File: src/rtl/spi_slave_fifo.sv
// SPI slave with RX/TX FIFOs, configurable word width, SPI mode and FIFO depth.
// Optional macro SPI_SLAVE_ECHO_EN: on TX underrun, shift out the last received word instead of UNDERRUN_FILL.
module spi_slave_fifo #(
    parameter int                DATA_W        = 8,
    parameter int                FIFO_DEPTH    = 16,
    parameter int                CPOL          = 0,
    parameter int                CPHA          = 0,
    parameter logic [DATA_W-1:0] UNDERRUN_FILL = '0
) (
    input  logic                          clk_25mhz,
    input  logic                          rst_n,
    input  logic                          sck,
    input  logic                          mosi,
    input  logic                          ssel,
    output logic                          miso,
    output logic                          miso_oe,
    output logic [DATA_W-1:0]             rx_data,
    output logic                          rx_valid,
    input  logic                          rx_ready,
    input  logic [DATA_W-1:0]             tx_data,
    input  logic                          tx_valid,
    output logic                          tx_ready,
    output logic [$clog2(FIFO_DEPTH):0]   rx_level,
    output logic [$clog2(FIFO_DEPTH):0]   tx_level,
    output logic                          rx_overrun,
    output logic                          tx_underrun,
    input  logic                          status_clr,
    output logic                          frame_active
);

    localparam int AW = $clog2(FIFO_DEPTH);
    localparam int LW = AW + 1;
    localparam int CW = $clog2(DATA_W);
    localparam logic              IDLE_LVL = (CPOL != 0);
    localparam logic [LW-1:0]     FULL_LVL = LW'(FIFO_DEPTH);
    localparam logic [CW-1:0]     LAST_BIT = CW'(DATA_W - 1);

    typedef enum logic {IDLE, ACTIVE} state_t;

    state_t state, state_nx;

    logic [2:0] sck_sr;
    logic [1:0] mosi_sr;
    logic [2:0] ssel_sr;
    logic       sck_s, sck_h, mosi_s, ssel_s, ssel_h;
    logic       sck_lead, sck_trail, sample_edge, shift_edge;
    logic       ssel_fall, ssel_rise;

    logic [DATA_W-1:0] rx_shift, tx_shift, rx_word, rx_next;
    logic [DATA_W-1:0] load_val, fill_word;
    logic [CW-1:0]     bit_cnt;
    logic              rx_push_pend;
    logic              frame_start, in_frame, sample_evt, word_done, load_word;

    logic [DATA_W-1:0] rx_mem [FIFO_DEPTH];
    logic [DATA_W-1:0] tx_mem [FIFO_DEPTH];
    logic [AW-1:0]     rx_wr, rx_rd, tx_wr, tx_rd;
    logic              rx_push, rx_pop, rx_full, overrun_evt;
    logic              tx_push, tx_pop, tx_empty, underrun_evt;

    // sck and ssel keep a history flop for edge detection; mosi only needs to stay aligned with sck_s
    always_ff @(posedge clk_25mhz or negedge rst_n) begin
        if (!rst_n) begin
            sck_sr  <= {3{IDLE_LVL}};
            mosi_sr <= '0;
            ssel_sr <= '1;
        end else begin
            sck_sr  <= {sck_sr[1:0], sck};
            mosi_sr <= {mosi_sr[0], mosi};
            ssel_sr <= {ssel_sr[1:0], ssel};
        end
    end

    assign sck_s  = sck_sr[1];
    assign sck_h  = sck_sr[2];
    assign mosi_s = mosi_sr[1];
    assign ssel_s = ssel_sr[1];
    assign ssel_h = ssel_sr[2];

    assign sck_lead    = (sck_s != IDLE_LVL) && (sck_h == IDLE_LVL);
    assign sck_trail   = (sck_s == IDLE_LVL) && (sck_h != IDLE_LVL);
    assign sample_edge = (CPHA != 0) ? sck_trail : sck_lead;
    assign shift_edge  = (CPHA != 0) ? sck_lead  : sck_trail;
    assign ssel_fall   = ssel_h & ~ssel_s;
    assign ssel_rise   = ~ssel_h & ssel_s;

    always_ff @(posedge clk_25mhz or negedge rst_n) begin
        if (!rst_n) state <= IDLE;
        else        state <= state_nx;
    end

    always_comb begin
        state_nx = state;
        case (state)
            IDLE:    if (ssel_fall) state_nx = ACTIVE;
            ACTIVE:  if (ssel_rise) state_nx = IDLE;
            default: state_nx = IDLE;
        endcase
    end

    assign frame_start = (state == IDLE) && ssel_fall;
    assign in_frame    = (state == ACTIVE) && !ssel_rise;
    assign sample_evt  = in_frame && sample_edge;
    assign word_done   = sample_evt && (bit_cnt == LAST_BIT);
    assign load_word   = frame_start || word_done;
    assign rx_next     = {rx_shift[DATA_W-2:0], mosi_s};

    assign tx_empty     = (tx_level == '0);
    assign tx_pop       = load_word && !tx_empty;
    assign underrun_evt = load_word && tx_empty;
    assign load_val     = tx_empty ? fill_word : tx_mem[tx_rd];

`ifdef SPI_SLAVE_ECHO_EN
    logic [DATA_W-1:0] last_word;

    always_ff @(posedge clk_25mhz or negedge rst_n) begin
        if (!rst_n)         last_word <= '0;
        else if (word_done) last_word <= rx_next;
    end

    // The word finishing this cycle is the most recent one, so bypass the register
    assign fill_word = word_done ? rx_next : last_word;
`else
    assign fill_word = UNDERRUN_FILL;
`endif

    // The shift edge at bit 0 is skipped so a freshly loaded MSB stays on miso
    always_ff @(posedge clk_25mhz or negedge rst_n) begin
        if (!rst_n) begin
            rx_shift     <= '0;
            tx_shift     <= '0;
            rx_word      <= '0;
            bit_cnt      <= '0;
            rx_push_pend <= 1'b0;
        end else begin
            rx_push_pend <= word_done;
            if (frame_start) begin
                tx_shift <= load_val;
                bit_cnt  <= '0;
            end else if ((state == ACTIVE) && ssel_rise) begin
                bit_cnt <= '0;
            end else if (sample_evt) begin
                rx_shift <= rx_next;
                if (word_done) begin
                    bit_cnt  <= '0;
                    rx_word  <= rx_next;
                    tx_shift <= load_val;
                end else begin
                    bit_cnt <= bit_cnt + CW'(1);
                end
            end else if (in_frame && shift_edge && (bit_cnt != '0)) begin
                tx_shift <= {tx_shift[DATA_W-2:0], 1'b0};
            end
        end
    end

    assign miso         = (state == ACTIVE) ? tx_shift[DATA_W-1] : 1'b0;
    assign miso_oe      = (state == ACTIVE);
    assign frame_active = (state == ACTIVE);

    assign rx_valid    = (rx_level != '0);
    assign rx_full     = (rx_level == FULL_LVL);
    assign rx_pop      = rx_valid && rx_ready;
    assign rx_push     = rx_push_pend && (!rx_full || rx_pop);
    assign overrun_evt = rx_push_pend && rx_full && !rx_pop;
    assign rx_data     = rx_mem[rx_rd];

    always_ff @(posedge clk_25mhz) begin
        if (rx_push) rx_mem[rx_wr] <= rx_word;
    end

    // A new error event beats a simultaneous status_clr
    always_ff @(posedge clk_25mhz or negedge rst_n) begin
        if (!rst_n) begin
            rx_wr      <= '0;
            rx_rd      <= '0;
            rx_level   <= '0;
            rx_overrun <= 1'b0;
        end else begin
            if (rx_push) rx_wr <= rx_wr + AW'(1);
            if (rx_pop)  rx_rd <= rx_rd + AW'(1);
            case ({rx_push, rx_pop})
                2'b10:   rx_level <= rx_level + LW'(1);
                2'b01:   rx_level <= rx_level - LW'(1);
                default: rx_level <= rx_level;
            endcase
            if (overrun_evt)     rx_overrun <= 1'b1;
            else if (status_clr) rx_overrun <= 1'b0;
        end
    end

    assign tx_ready = (tx_level != FULL_LVL);
    assign tx_push  = tx_valid && tx_ready;

    always_ff @(posedge clk_25mhz) begin
        if (tx_push) tx_mem[tx_wr] <= tx_data;
    end

    always_ff @(posedge clk_25mhz or negedge rst_n) begin
        if (!rst_n) begin
            tx_wr       <= '0;
            tx_rd       <= '0;
            tx_level    <= '0;
            tx_underrun <= 1'b0;
        end else begin
            if (tx_push) tx_wr <= tx_wr + AW'(1);
            if (tx_pop)  tx_rd <= tx_rd + AW'(1);
            case ({tx_push, tx_pop})
                2'b10:   tx_level <= tx_level + LW'(1);
                2'b01:   tx_level <= tx_level - LW'(1);
                default: tx_level <= tx_level;
            endcase
            if (underrun_evt)    tx_underrun <= 1'b1;
            else if (status_clr) tx_underrun <= 1'b0;
        end
    end

endmodule
File: config.mk
export PLATFORM = sky130hd
export DESIGN_NAME = spi_slave_fifo
export DESIGN_NICKNAME = d
export VERILOG_FILES = /design/src/rtl/spi_slave_fifo.sv
export SDC_FILE = /design/constraint.sdc
export NUM_CORES = 1
export LEC_CHECK = 0
export CAP_MARGIN = 0
export CORE_UTILIZATION = 45
export CTS_CLUSTER_DIAMETER = 150
export DETAILED_ROUTE_END_ITERATION = 10
export PLACE_DENSITY = 0.62
export SLEW_MARGIN = 20
export SYNTH_ARGS = -nofsm -noshare
export SYNTH_HDL_FRONTEND = slang
export SYNTH_SLANG_ARGS = --single-unit
File: constraint.sdc
create_clock -name clk_25mhz -period 8.4 [get_ports clk_25mhz]
set_input_delay 0.84 -clock clk_25mhz [delete_from_list [all_inputs] [get_ports clk_25mhz]]
set_output_delay 0.84 -clock clk_25mhz [all_outputs]
set_load 0.01 [all_outputs]
==> summary.md, run 1 <==
| Metric | Value |
|---|---|
| Crit path max-delay family | `multiplexers` |
| Yosys cell types | `52` |
| CP startpoint kind | `flip-flop` |
| Critical Path Source | `rx_rd[0]$_DFFE_PN0N_` |
| Ratio of cells with drive above 1 in the final layout | `18.4%` |
| Vias in the first global route | `approximately 6.7k` |
| Detailed-route wire length | `25.4 mm` |
| Die Ht | `171 µm` |
| Post-Synthesis Cells | `739` |
| Worst hold path startpoint | `mosi_sr[0]$_DFF_PN0_` |
| Slowest cell on the critical path | `dfrtp_4` |
| Final GP Congestion | `0.760` |
| Slew margin rel. | `between 20% and 30%` |
| P_leak | `around 5.3 nW` |
| Post-synth net total | `~780` |
| H-tree Lvls | `2` |
| Outcome | `completed` |
| Final net count | `slightly above 800` |
| Antenna violations before repair | `0` |
| Clock buffer depth | `3` |
| Most frequent cells in the layout | `edfxtp_1, nand2_1, dfrtp_1, mux4_2, clkdlybuf4s50_1` |
| Crit path DAT | `2.99 ns` |
| Post-synth EDFFs | `256` |
| Largest net degree at the start of global routing | `65` |
| Stages on the worst setup path | `3` |
| Fillers | `2229` |
| Slew @ Worst Pin | `1.12 ns` |
| CP required | `7.56 ns` |
| PostCTS Resize Cnt | `0` |
| Num CTS Buffers | `34` |
| Drt drc | `0` |
| Root Driver | `clkbuf_16` |
| Setup tns final | `0 ns` |
| Initial Utilization | `a little under half` |
| CP Max Fanout | `35` |
| Clock Skew | `0.0266 ns` |
| Grt ovf | `0` |
| Worst Path Buf+Inv | `1` |
| CTS Hold Bufs | `0` |
| Global-route wire length before repair | `39.1 mm` |
| CTS sink cnt | `320` |
| Reg2reg path depth | `12` |
| Gr usage total | `18.1%` |
| Sequential share of the synthesized area | `a little over 70%` |
| Reg clk slew, reported paths | `0.06 ns` |
| Detail Route Antenna Nets | `0` |
| Final core occ | `52.9%` |
| FF+latch count, synth | `320` |
| Fin Hold WS | `0.352 ns` |
| Avg WL per Cell | `21.3 µm` |
| IO Count | `41` |
| DR vias/cell | `between 5 and 6` |
| First-pass iteration count of the detailed router | `4` |
| Final hold violation count | `0` |
| Worst min path class | `reg -> reg` |
| Cell Pwr Density | `302 nW/µm²` |
| Detailed placement HPWL | `about 16 mm` |
| DR iter-0 viols | `402` |
| Die X | `171 µm` |
| TritonCTS clock tree | `done` |
| Main synth FF type | `edfxtp_1` |
| Rows | `61` |
| CP Capture Type | `output pin` |
| Cell area after layout | `14800 µm²` |
| CP max stage delay | `0.86 ns` |
| Area Overhead vs Synth | `14.8%` |
| # diodes | `0` |
| MaxCap Viol Count | `0` |
| Final worst slack | `4.57 ns` |
| CP most frequent cell | `mux4_2` |
| Post-DP Area | `13700 µm²` |
| Endpoints failing setup | `0` |
| R2r setup slk | `5.19 ns` |
| Tmin final | `3.83 ns` |
| Cells along the critical path | `mux4_2 > mux4_2 > clkdlybuf4s50_1` |
| Peak Freq | `261 MHz` |
| Port bufs | `40` |
| Synth async-reset ratio | `20.0%` |
| Postcts setup bufs | `0` |
| Place WS | `about 4.7 ns` |
| Post-Syn Area | `about 13000 µm²` |
| Clock latency on the worst-skew pair | `0.52 ns` |
| Syn avg cell area | `17.5 µm²` |
| Die area | `29400 µm²` |
| Final number of max-transition violations | `0` |
| Floorplan core area | `28000 µm²` |
| Setup CP Type | `reg -> out` |
| Hold Path Stages | `0` |
| Syn. warnings | `0` |
| Reg-to-Reg Start | `rx_level[1]$_DFFE_PN0P_` |
| Routed vias | `approximately 6.4k` |
| Period Utilization, post-route | `a little under half` |
| Most common cell after layout, fill and taps aside | `edfxtp_1` |
| RSZ-0062 raised after global routing | `false` |
| VDD IR max | `roughly 0.17 mV` |
[final cells by class]
| cell class | instances | area (µm²) | area share (%) |
|---|---|---|---|
| Sequential cell | 320 | 9300 | 62.8 |
| Multi-Input combinational cell | 362 | 3420 | 23.1 |
| Clock buffer | 52 | 980 | 6.61 |
| Tap cell | 378 | 473 | 3.19 |
| Timing Repair Buffer | 46 | 443 | 2.99 |
| Clock inverter | 9 | 115 | 0.777 |
| Inverter | 22 | 82.6 | 0.558 |
[path summary, 6_finish.rpt]
check,endpoint
max,rx_data[1]
min,mosi_sr[1]$_DFF_PN0_
max reg2reg,rx_level[4]$_DFFE_PN0P_
min reg2reg,mosi_sr[1]$_DFF_PN0_
max in group asynchronous,rx_rd[0]$_DFFE_PN0N_
min in group asynchronous,tx_wr[2]$_DFFE_PN0P_
[report_power, final]
part / internal [mW] / switching [mW] / total [mW]
clock network: 0.869 / 0.585 / 1.45
registers: 1.85 / 0.180 / 2.03
logic: 0.499 / 0.482 / 0.981
total: 3.22 / 1.25 / 4.47
[cell families after synthesis]
group                      Yosys count  share of synthesized area (%)
buffers and inverters               57                           1.84
AOI/OAI and AO/OA                   78                           4.05
xor gates and xnor gates            22                           1.49
and+or+nand+nor                    149                           5.53
muxes                               91                           12.9
adders and majority gates           22                           2.19
DFF                                320                           72.0
[metal layers]
| metal | GRT usage (%) | vias up | share of wire, % |
|---|---|---|---|
| met1 | 23.5 | 3315 | 42 |
| li1 | - | 2953 | - |
| met2 | 31.4 | 121 | 52 |
| met4 | 4.66 | 0 | 1.9 |
| met5 | 0 | - | 0 |
| met3 | 3.31 | 41 | 4.3 |
[state kept, by name, indices dropped and copies added (netlist names), 3 cells and up]
| name | cells |
|---|---|
| tx_rd | 4 |
| tx_wr | 4 |
| tx_level | 5 |
| sck_sr | 3 |
| rx_shift | 7 |
| rx_rd | 4 |
| rx_wr | 4 |
| ssel_sr | 3 |
| bit_cnt | 3 |
| tx_mem | 128 |
| tx_shift | 8 |
| rx_mem | 128 |
| rx_level | 5 |
| rx_word | 8 |
[Yosys cell counts, types with 6 or more instances]
library cell / instances / area, µm²
o22a_1: 7 / 61.3
o21ai_0: 20 / 100
o22ai_1: 9 / 56.3
nand2_1: 74 / 278
ha_1: 21 / 263
mux2_2: 18 / 203
nand4_1: 6 / 37.5
nor3_1: 6 / 30.0
edfxtp_1: 256 / 7690
dfrtp_1: 61 / 1530
nand2b_1: 8 / 50.1
inv_1: 20 / 75.1
xnor2_1: 13 / 114
buf_2: 10 / 50.1
a21oi_1: 9 / 45.0
nor2_1: 19 / 71.3
nor2b_1: 6 / 37.5
a22oi_1: 7 / 52.6
mux4_2: 58 / 1310
and2_1: 12 / 75.1
clkbuf_1: 18 / 67.6
xor2_1: 9 / 78.8
mux2i_1: 15 / 150
[through the flow]
stage	cells	power (mW)
2_1_floorplan	739	2.73
3_3_place_gp	1128	3.02
3_5_place_dp	1128	3.06
4_1_cts	1189	4.51
5_1_grt	1189	4.67
6_report	1189	4.47
Power figures use the tool's default switching activity.
==> run 2: changes to the inputs <==
==> constraint.sdc (replaced) <==
create_clock -name clk_25mhz -period 3.95 [get_ports clk_25mhz]
set_input_delay 0.395 -clock clk_25mhz [delete_from_list [all_inputs] [get_ports clk_25mhz]]
set_output_delay 0.395 -clock clk_25mhz [all_outputs]
set_load 0.01 [all_outputs]
==> summary.md, run 2 (synthesized netlist as in run 1, its figures left out) <==
| Metric | Value |
|---|---|
| Detailed placement HPWL | `17.2 mm (+5.4%)` |
| Root Driver | `clkbuf_16` |
| Floorplan core area | `28000 µm² (unchanged)` |
| Outcome | `completed` |
| Placed insts | `1140 (+1.1%)` |
| Detailed-route wire length | `26.0 mm (+2.6%)` |
| Most frequent cells in the layout | `edfxtp_1, nand2_1, dfrtp_1, mux4_2, clkdlybuf4s50_1` |
| Endpoints failing setup | `0 (unchanged)` |
| Fin Hold WS | `0.00522 ns (-0.347 ns)` |
| Register area | `9300 µm² (about the same)` |
| Most common cell after layout, fill and taps aside | `edfxtp_1` |
| Slew @ Worst Pin | `1.02 ns (-0.0907 ns)` |
| Clock Skew | `0.0258 ns (-0.000776 ns)` |
| Vias in the first global route | `6899 (+2.7%)` |
| TritonCTS clock tree | `done` |
| Gr usage total | `18.7% (+0.54 points)` |
| Die X | `171 µm (unchanged)` |
| Clock latency on the worst-skew pair | `0.52 ns (about the same)` |
| Rows | `61 (unchanged)` |
| CTS sink cnt | `320 (unchanged)` |
| Int Power | `6.96 mW (+120%)` |
| First-pass iteration count of the detailed router | `5 (+1)` |
| Final net count | `836 (+1.5%)` |
| PostCTS Resize Cnt | `0 (unchanged)` |
| VDD IR max | `0.405 mV (+140%)` |
| DR iter-0 viols | `450 (+12%)` |
| # diodes | `0 (unchanged)` |
| CP startpoint kind | `flip-flop` |
| Tot Pwr | `9.68 mW (+120%)` |
| Reg clk slew, reported paths | `0.06 ns (about the same)` |
| Grt ovf | `0 (unchanged)` |
| Detail Route Antenna Nets | `0 (unchanged)` |
| Combinational power share | `21.9% (about the same)` |
| Tmin final | `3.50 ns` |
| DR vias/cell | `5.47 (+1.2%)` |
| R2r setup slk | `0.45 ns (-4.74 ns)` |
| Fillers | `2222 (-0.31%)` |
| Period Utilization, post-route | `88.5%` |
| Antenna violations before repair | `0 (unchanged)` |
| Cell Pwr Density | `649 nW/µm² (+120%)` |
| H-tree Lvls | `2 (unchanged)` |
| Clk pwr share | `32.8% (+0.2 points)` |
| Port bufs | `40 (unchanged)` |
| Final number of max-transition violations | `0 (unchanged)` |
| Slew margin rel. | `31.1% (+5.7 points)` |
| Reg2reg path depth | `12 (unchanged)` |
| Peak Freq | `around 290 MHz` |
| Top Registers | `rx_mem: 128 flops, tx_mem: 128 flops` |
| CTS Hold Bufs | `0 (unchanged)` |
| Reg-to-Reg Start | `tx_level[1]$_DFFE_PN0P_` |
| Setup CP Type | `reg -> reg` |
| Final core occ | `53.2% (+0.32 points)` |
| Crit path DAT | `3.87 ns (+0.88 ns)` |
| Sw frac | `28.1% (+0.18 points)` |
| Clock buffer depth | `3 (unchanged)` |
| Postcts setup bufs | `0 (unchanged)` |
| Final hold violation count | `0 (unchanged)` |
| Worst min path class | `in -> async` |
| Global-route wire length before repair | `40.4 mm (+3.4%)` |
| Routed vias | `6570 (+2.2%)` |
| CP required | `4.33 ns (-3.23 ns)` |
| CP Max Fanout | `9 (-74%)` |
| Layout Cells excl Fill | `1201 (+1.0%)` |
| Initial Utilization | `46.1% (unchanged)` |
| MaxCap Viol Count | `0 (unchanged)` |
| CP Capture Type | `flip-flop` |
| Ratio of cells with drive above 1 in the final layout | `19.7% (+1.3 points)` |
| P_leak | `5.36 nW (+1.6%)` |
| Avg WL per Cell | `21.7 µm (+1.6%)` |
| Die Ht | `171 µm (unchanged)` |
| Sequential power share | `45.3% (-0.2 points)` |
| IO Count | `41 (unchanged)` |
| Setup tns final | `0 ns (unchanged)` |
| R2r endpoint | `tx_level[4]$_DFFE_PN0P_` |
| Area of the multi-input gates | `3370 µm² (-1.4%)` |
| Num CTS Buffers | `34 (unchanged)` |
| Die area | `29400 µm² (unchanged)` |
| Area Overhead vs Synth | `15.5%` |
| Final GP Congestion | `0.810 (+6.6%)` |
| RSZ-0062 raised after global routing | `false` |
| Drt drc | `0 (unchanged)` |
| P_sw | `2.72 mW (+120%)` |
| Largest net degree at the start of global routing | `65 (unchanged)` |
## run 2: cell types whose count changed in the layout (fill, tap and decap cells not counted), sizes merged
| cell | change |
|---|---|
| buf | +12 |
| clkinvlp | +1 |
| clkinv | +4 |
| bufinv | +1 |
| clkbuf | -6 |
## run 2: how the worst max path moves through the flow
stage / cells past startpoint / start / slack, ns / endpoint
5_1_grt: 12 / tx_level[1]$_DFFE_PN0P_ / 0.22 / tx_level[4]$_DFFE_PN0P_
4_1_cts: 4 / rx_rd[0]$_DFFE_PN0N_ / 0.48 / rx_data[1]
3_3_place_gp: 12 / tx_level[1]$_DFFE_PN0P_ / 0.68 / tx_level[4]$_DFFE_PN0P_
6_report: 12 / tx_level[1]$_DFFE_PN0P_ / 0.45 / tx_level[4]$_DFFE_PN0P_
2_1_floorplan: 13 / rx_level[1]$_DFFE_PN0P_ / 0.88 / rx_level[4]$_DFFE_PN0P_
3_5_place_dp: 12 / tx_level[1]$_DFFE_PN0P_ / 0.56 / tx_level[4]$_DFFE_PN0P_
## run 2: layout make-up
type                            count  share of cell area [%]
Clock buffer                       46                    6.42
Clock inverter                     15                    1.18
Inverter                           22                   0.554
Multi-Input combinational cell    362                    22.6
Sequential cell                   320                    62.4
Tap cell                          378                    3.17
Timing Repair Buffer               58                    3.66
## run 2: stage by stage
step	cell area (µm²)	setup slack, ns
finish	14900	0.453
global route	14900	0.222
CTS	14900	0.481
detailed placement	13800	0.560
global placement	13800	0.679
floorplan	12900	0.879
## run 2: per-layer routing
layer	routed length (µm)	up-vias	GRT usage, %
met2	13200	168	31.8
li1	-	2983	-
met4	761	0	6.79
met3	1160	59	3.22
met5	0	-	0
met1	10900	3360	24.0
## run 2: power groups by stage
stage / combinational, mW / clock [mW] / sequential, mW
after CTS: 2.15 / 3.25 / 4.39
final: 2.12 / 3.17 / 4.38
after global placement: 2.09 / 0 / 4.43
after global routing: 2.30 / 3.36 / 4.45
after floorplan: 1.66 / 0 / 4.14
after detailed placement: 2.15 / 0 / 4.46
## run 2: worst max-delay path, cell delays in order (launching register included)
cell	delay (ns)
dfrtp_1	0.46
nor4_1	0.91
nand2_1	0.23
and2_1	0.32
inv_1	0.14
ha_1	0.34
xor2_1	0.18
ha_1	0.20
nor2b_1	0.15
o21ai_0	0.08
a31oi_1	0.17
nor2_1	0.07
xnor2_1	0.12
==> run 3: changes to the inputs <==
--- a/config.mk
+++ b/config.mk
@@ -6,10 +6,10 @@
 export NUM_CORES = 1
 export LEC_CHECK = 0
 export CAP_MARGIN = 0
-export CORE_UTILIZATION = 45
+export CORE_UTILIZATION = 50
 export CTS_CLUSTER_DIAMETER = 150
 export DETAILED_ROUTE_END_ITERATION = 10
-export PLACE_DENSITY = 0.62
+export PLACE_DENSITY = 0.68
 export SLEW_MARGIN = 20
 export SYNTH_ARGS = -nofsm -noshare
 export SYNTH_HDL_FRONTEND = slang
==> summary.md, run 3 (synthesized netlist as in run 1, its figures left out) <==
| Metric | Value |
|---|---|
| Most frequent cells in the layout | `edfxtp_1, nand2_1, dfrtp_1, mux4_2, clkdlybuf4s50_1` |
| First-pass iteration count of the detailed router | `5 (unchanged)` |
| Setup CP Type | `reg -> out` |
| Combinational power share | `23.1% (+1.2 points)` |
| CP Max Fanout | `23 (+14)` |
| Cell area after layout | `14800 µm² (-0.93%)` |
| Gr usage total | `19.7% (+1.1 points)` |
| Detail Route Antenna Nets | `0 (unchanged)` |
| TritonCTS clock tree | `done` |
| Clock Skew | `0.00819 ns (-0.0176 ns)` |
| Port bufs | `40 (unchanged)` |
| Rows | `58 (-4.9%)` |
| Largest net degree at the start of global routing | `38 (-42%)` |
| Grt ovf | `0 (unchanged)` |
| Sw frac | `27.7% (-0.41 points)` |
| Final hold violation count | `0 (unchanged)` |
| Final GP Congestion | `0.816 (+0.77%)` |
| Final number of max-transition violations | `0 (unchanged)` |
| Root Driver | `clkbuf_16` |
| MaxCap Viol Count | `0 (unchanged)` |
| P_sw | `2.63 mW (-3.1%)` |
| Cell Pwr Density | `644 nW/µm² (-0.79%)` |
| Routed vias | `6590 (+0.30%)` |
| Clk pwr share | `31.9% (-0.9 points)` |
| Vias in the first global route | `6998 (+1.4%)` |
| IO Count | `41 (unchanged)` |
| GRT Max-Usage Layer | `met2` |
| CP startpoint kind | `flip-flop` |
| CP Capture Type | `output pin` |
| Tmin final | `3.40 ns (-0.0999 ns)` |
| Avg WL per Cell | `21.4 µm (-1.1%)` |
| Int Power | `6.88 mW (-1.2%)` |
| CP required | `3.56 ns (-0.77 ns)` |
| Ratio of cells with drive above 1 in the final layout | `19.0% (-0.67 points)` |
| Initial Utilization | `51.1% (+5.0 points)` |
| Worst min path class | `in -> reg` |
| CTS Hold Bufs | `1 (+1)` |
| Die Ht | `163 µm (-5.1%)` |
| Die area | `26400 µm² (-9.9%)` |
| Antenna violations before repair | `0 (unchanged)` |
| PostCTS Resize Cnt | `0 (unchanged)` |
| # diodes | `0 (unchanged)` |
| Outcome | `completed` |
| Hold Path Stages | `1` |
| Endpoints failing setup | `0 (unchanged)` |
| Most common cell after layout, fill and taps aside | `edfxtp_1` |
| Reg clk slew, reported paths | `0.06 ns (about the same)` |
| Sequential power share | `45.0% (-0.3 points)` |
| Die X | `163 µm (-5.1%)` |
| Detailed-route wire length | `24.5 mm (-5.8%)` |
| Detailed placement HPWL | `16.1 mm (-6.0%)` |
| Slew @ Worst Pin | `0.907 ns (-0.117 ns)` |
| P_leak | `5.32 nW (-0.68%)` |
| Top Registers | `rx_mem: 128 flops, tx_mem: 128 flops` |
| VDD IR max | `0.344 mV (-15%)` |
| Post-DP Area | `13700 µm² (-0.53%)` |
| Area Overhead vs Synth | `14.4%` |
| Floorplan core area | `25300 µm² (-9.8%)` |
| GR Util met1 | `28.4% (+4.3 points)` |
| Met2 usage | `31.9% (+0.14 points)` |
| Setup tns final | `0 ns (unchanged)` |
| DR vias/cell | `5.76 (+5.2%)` |
| Period Utilization, post-route | `86.0% (-2.5 points)` |
| Final net count | `831 (-0.60%)` |
| Num CTS Buffers | `31 (-8.8%)` |
| CTS sink cnt | `320 (unchanged)` |
| Fillers | `1901 (-14%)` |
| Global-route wire length before repair | `39.2 mm (-3.2%)` |
| Clock buffer depth | `3 (unchanged)` |
| Postcts setup bufs | `0 (unchanged)` |
| Peak Freq | `294 MHz (+2.9%)` |
| Met3 Usage GRT | `2.88% (-0.34 points)` |
| Reg2reg path depth | `12 (unchanged)` |
| Slew margin rel. | `39.3% (+8.2 points)` |
| Crit path DAT | `3.00 ns (-0.87 ns)` |
| H-tree Lvls | `1 (-1)` |
| Clock latency on the worst-skew pair | `0.54 ns (+0.02 ns)` |
| RSZ-0062 raised after global routing | `false` |
| Drt drc | `0 (unchanged)` |
| DR iter-0 viols | `482 (+7.1%)` |
[run 3: per-stage QoR]
stage / util, % / setup slack (ns) / cells / total power [mW] / hold slack [ns]
2_1_floorplan: - / 0.879 / 739 / 5.80 / 0.0994
3_3_place_gp: 54.2 / 0.860 / 1089 / 6.47 / 0.333
3_5_place_dp: 54.2 / 0.745 / 1089 / 6.55 / 0.338
4_1_cts: 58.4 / 0.481 / 1145 / 9.60 / 0.248
5_1_grt: 58.4 / 0.379 / 1145 / 9.95 / 0.250
6_report: 58.4 / 0.553 / 1145 / 9.51 / 0.268
[run 3: routing by layer]
metal / part of all wire (%) / wire length, µm
met5: 0 / 0
met4: 1.9 / 478
met3: 5.1 / 1260
met2: 49 / 11900
met1: 44 / 10900
[run 3: worst paths after layout]
| check | slack (ns) | to | from |
|---|---|---|---|
| max | 0.55 | rx_data[1] | rx_rd[0]$_DFFE_PN0N_ |
| min | 0.27 | ssel_sr[0]$_DFF_PN1_ | ssel |
| max reg2reg | 0.71 | rx_level[4]$_DFFE_PN0P_ | rx_level[0]$_DFFE_PN0P_ |
| min reg2reg | 0.35 | sck_sr[1]$_DFF_PN0_ | sck_sr[0]$_DFF_PN0_ |
| max in group asynchronous | 2.54 | rx_rd[0]$_DFFE_PN0N_ | rst_n |
| min in group asynchronous | 0.49 | tx_level[1]$_DFFE_PN0P_ | rst_n |
[run 3: critical path, stage by stage, from the launching register on]
cell and delay (ns):
dfrtp_2 0.64, buf_12 0.28, mux4_2 0.56, mux4_2 0.48, clkdlybuf4s50_1 0.49
[run 3: layout make-up]
class	count	area [µm²]	area share [%]
clock buffers	37	838	5.68
clock inverters	18	218	1.47
inverters	22	82.6	0.559
multi-input cells	362	3370	22.8
flip-flops and latches	320	9300	63.0
well taps	330	413	2.80
repair buffers	56	543	3.68
[run 3: power by group through the flow]
stage / Sequential (mW) / Clock (mW) / Combinational, mW
final: 4.28 / 3.03 / 2.20
after detailed placement: 4.35 / 0 / 2.20
after global placement: 4.33 / 0 / 2.14
after global routing: 4.34 / 3.21 / 2.40
after floorplan: 4.14 / 0 / 1.66
after CTS: 4.28 / 3.09 / 2.22
